File: config.mk
export PLATFORM = sky130hd
export DESIGN_NAME = instr_sequencer
export DESIGN_NICKNAME = d
export VERILOG_FILES = /design/src/rtl/instr_sequencer.sv
export SDC_FILE = /design/constraint.sdc
export NUM_CORES = 1
export LEC_CHECK = 0
export CORE_MARGIN = 5
export CORE_UTILIZATION = 37
export CTS_CLUSTER_SIZE = 12
export DETAILED_ROUTE_END_ITERATION = 6
export PLACE_DENSITY = 0.56
export SYNTH_ARGS = -nofsm -noshare
export SYNTH_HDL_FRONTEND = slang
export SYNTH_SLANG_ARGS = --single-unit
File: constraint.sdc
create_clock -name clk -period 10.4 [get_ports clk]
set_input_delay 2.08 -clock clk [delete_from_list [all_inputs] [get_ports clk]]
set_output_delay 2.08 -clock clk [all_outputs]
set_load 0.005 [all_outputs]
File: src/rtl/instr_sequencer.sv
`timescale 1ns/1ps
`default_nettype none
// ============================================================================
// Module  : instr_sequencer
// Purpose : Instruction store + program counter feeding a 4-state control unit.
// Rev     : 1.0  initial release
// ============================================================================
module instr_sequencer #(
  parameter int DEPTH = 16,
  parameter int AW    = 4,
  parameter int IW    = 16
) (
  input  logic          clk,
  input  logic          rst,
  input  logic          start,
  input  logic          stop,
  input  logic          step_mode,
  input  logic          step,
  input  logic          loop_en,
  input  logic [AW:0]   prog_len,
  input  logic          prog_we,
  input  logic [AW-1:0] prog_addr,
  input  logic [IW-1:0] prog_data,
  input  logic          done,
  output logic [IW-1:0] instr,
  output logic          run,
  output logic [AW-1:0] pc,
  output logic          busy,
  output logic          halted,
  output logic [15:0]   icount
);

  typedef enum logic [1:0] {
    IDLE  = 2'd0,
    RUN   = 2'd1,
    PAUSE = 2'd2,
    HALT  = 2'd3
  } state_t;

  localparam logic [AW:0] C_DEPTH = (AW+1)'(DEPTH);

  state_t        state;
  logic          stop_pend;
  logic [IW-1:0] mem [DEPTH];

  logic [AW:0]   eff_len;
  logic          is_last;
  logic          retire;
  logic [AW-1:0] pc_next;
  logic          store_open;

  // Program length is used live so the host may shorten a looping program.
  assign eff_len    = (prog_len > C_DEPTH) ? C_DEPTH : prog_len;
  assign is_last    = ({1'b0, pc} == (eff_len - 1'b1));
  assign retire     = (state == RUN) && done;
  assign pc_next    = is_last ? '0 : pc + 1'b1;
  assign store_open = (state == IDLE) || (state == HALT);

  assign instr  = mem[pc];
  assign run    = (state == RUN);
  assign busy   = (state == RUN) || (state == PAUSE);
  assign halted = (state == HALT);

  always_ff @(posedge clk or posedge rst) begin
    if (rst) begin
      for (int i = 0; i < DEPTH; i++) mem[i] <= '0;
    end else if (prog_we && store_open) begin
      mem[prog_addr] <= prog_data;
    end
  end

  always_ff @(posedge clk or posedge rst) begin
    if (rst) begin
      state     <= IDLE;
      pc        <= '0;
      icount    <= '0;
      stop_pend <= 1'b0;
    end else begin
      case (state)
        IDLE, HALT: begin
          if (start && (eff_len != '0)) begin
            state     <= RUN;
            pc        <= '0;
            stop_pend <= 1'b0;
          end
        end
        RUN: begin
          if (stop) stop_pend <= 1'b1;
          // A stop request only takes effect at the instruction boundary.
          if (retire) begin
            stop_pend <= 1'b0;
            if (icount != 16'hFFFF) icount <= icount + 16'd1;
            if (stop_pend || stop) begin
              state <= IDLE;
              pc    <= pc_next;
            end else if (is_last && !loop_en) begin
              state <= HALT;
            end else begin
              pc    <= pc_next;
              state <= step_mode ? PAUSE : RUN;
            end
          end
        end
        PAUSE: begin
          if (stop)      state <= IDLE;
          else if (step) state <= RUN;
        end
        default: state <= IDLE;
      endcase
    end
  end

endmodule
`default_nettype wire

==> results_dict.tcl <==
set metrics [dict create \
    fin_skew_ns 0.004853 \
    peakVddDrop_uv 159.5 \
    powerDensity_nw_per_um2 270.9 \
    final_util 0.4354 \
    use_met1 0.2212 \
    worstMarginPinSlew_ns 1.116 \
    ios 73 \
    synth_top_area_share 0.5404 \
    place_area_um2 14080 \
    hold_path_class "reg -> reg" \
    synth_top_cell_by_area "dfrtp_1" \
    seq_area_um2 6989 \
    yosysMostFrequentCell "dfrtp_1" \
    syn_inst 807 \
    max_slew_margin 0.2560 \
    post-cts-setup-buffers 0 \
    max_cap_violations 0 \
    ys_top_cells_by_area "dfrtp_1 54%, mux2_2 20%, mux4_2 14%" \
    cts_hold_buf 0 \
    synthesis.area_um2 12920 \
    slowest_stage "dfrtp_4" \
    n_fill_cell 3126 \
    via_count 7155 \
    grt_setup_unrepaired "no" \
    cts_max_level 1 \
    start_util 0.3740 \
    yosysSeqAreaShare 0.5404 \
    cp-end-kind "primary output" \
    path_class "reg -> out" \
    setup_tns_ns 0 \
    grt_pass1_wl_um 48190 \
    status "completed" \
    final_cells 1349 \
    dr.pass1.iters 5 \
    grt_max_degree 132 \
    overflow 0 \
    drtIter0Drc 334 \
    cts_resized 0 \
    grt_use_total 0.1597 \
    multi_input_area_um2 5637 \
    drive_gt1_frac 0.4479 \
    cts_max_path_buffers 3 \
    synth_edf_count 0 \
    fin_crit_sh 0.5630 \
    rows 68 \
    core_um2 34540 \
    area_growth_pct 16.42 \
    p_leak_nw 6.504 \
    fmax_mhz 170.8 \
    antenna_found_initial 3 \
    vias_per_cell 5.304 \
    final_area_um2 15040 \
    yosysWarnings 0 \
    crit_path_frequent_cell "mux4_2" \
    async_flop_share 1.000 \
    routed_wl_um 30390 \
    io_buffers 72 \
    place.detailed.hpwl_um 17300 \
    syn_area_per_cell_um2 16.01 \
    fin_nets 914 \
    met2_usage 0.2693 \
    cp.required_ns 8.32 \
    synth_cell_types 39 \
    path_max_fanout 38 \
    critical_path.cell_chain "buf_4 -> mux4_2 -> mux4_2 -> clkdlybuf4s50_1" \
    dieArea_um2 38750 \
    synth_commonest_cells "279 x dfrtp_1, 224 x mux2_2, 80 x mux4_2, 24 x buf_2, 21 x clkbuf_1" \
    slew_viol_final 0 \
    dp.cells 1296 \
    wl_per_cell_um 22.53 \
    clk_pin_slew_worst_paths_ns 0.06 \
    grt_pass1_vias 7645 \
    clock_latency_ns 0.55 \
    routabilityCongestion 0.7150 \
    met3_usage 0.02684 \
    setup_violations 0 \
    yosys_most_used_dff "dfrtp_1" \
    root_buffer "clkbuf_16" \
    ant_nets 0 \
    cp.arrival_ns 3.77 \
    hold_viol 0 \
    synth_nets 848 \
    clock_sinks 279 \
    cpPeakStageDelay_ns 0.85 \
    synth.ff_latch_count 279 \
    grt_most_used_layer "met2" \
    min_period_ns 5.855 \
    start_kind "flip-flop" \
    cts_made_buffers 30 \
    die_h_um 196.9 \
    die_w_um 196.9 \
    remaining_drc_errors 0 \
    cts_tree "done" \
]
kinds of logic (layout without fill, tap and decap cells):
kind of cell / Yosys count / count (layout) / share of synthesized area
mux: 339 / 339 / 0.3710
fa+ha+maj: 7 / 7 / 0.006779
flops: 279 / 279 / 0.5404
other cells: 0 / 1 / 0
buf+inv: 62 / 148 / 0.02499
simple gates: 86 / 86 / 0.03554
compound gates: 14 / 14 / 0.007651
xor+xnor: 20 / 20 / 0.01356
area by class of cell:
type / count / share of cell area
sequential: 279 / 0.4647
multi-input combinational: 466 / 0.3748
clock buffer: 43 / 0.05724
timing repair buffer: 90 / 0.05691
tap: 455 / 0.03785
clock inverter: 9 / 0.006323
inverter: 6 / 0.001997
antenna: 1 / 0.0001664
layout by cell type, fill, tap and decap left out, types with 9 or more instances in the layout:
cell / n
mux2_2: 224
nor2_1: 10
nor3_1: 9
mux2_1: 15
dfrtp_1: 277
buf_4: 18
clkbuf_16: 31
xnor2_1: 11
nand2_1: 20
nand3_1: 11
clkdlybuf4s50_1: 72
xor2_1: 9
mux2_4: 20
mux4_2: 80
path summary, 6_finish.rpt:
kind	slack [ns]	startpoint	endpoint	cells past startpoint
max	4.55	pc[0]$_DFFE_PP0P_	instr[0]	4
min	0.49	mem[207]$_DFFE_PP0P_	mem[207]$_DFFE_PP0P_	1
max reg2reg	7.69	state[0]$_DFFE_PP0P_	mem[97]$_DFFE_PP0P_	7
min reg2reg	0.49	mem[207]$_DFFE_PP0P_	mem[207]$_DFFE_PP0P_	1
max in group asynchronous	6.70	rst	mem[170]$_DFFE_PP0P_	3
min in group asynchronous	2.08	rst	mem[252]$_DFFE_PP0P_	2
critical path, delay by kind of cell (launching register included):
family | cells | cell delay, ns
multiplexers | 2 | 1.13
buffers and inverters | 2 | 1.22
flip-flops | 1 | 0.85
per-layer routing:
| metal | wire length [um] | vias up |
|---|---|---|
| met3 | 1260 | 39 |
| li1 | - | 3123 |
| met5 | 20 | - |
| met2 | 15020 | 110 |
| met4 | 498 | 4 |
| met1 | 13590 | 3879 |
through the flow:
step / total power, mW / hold WS, ns / worst slack, ns
CTS: 4.135 / 0.4895 / 4.408
floorplan: 2.655 / 0.4524 / 0.6262
detailed placement: 3.075 / 0.4757 / 5.005
global placement: 3.046 / 0.4726 / 5.055
global route: 4.321 / 0.4985 / 4.277
finish: 4.075 / 0.4879 / 4.545
sequential cells by signal (all words and copies together), names as in the netlist:
register   flops
state          2
icount        16
stop_pend      1
mem          256
pc             4
power breakdown:
group	leakage [nW]	internal (mW)	switching, mW
clock	0.476	0.619	0.425
combinational	2.44	0.842	0.404
sequential	3.59	1.50	0.280
Power figures use the tool's default switching activity.
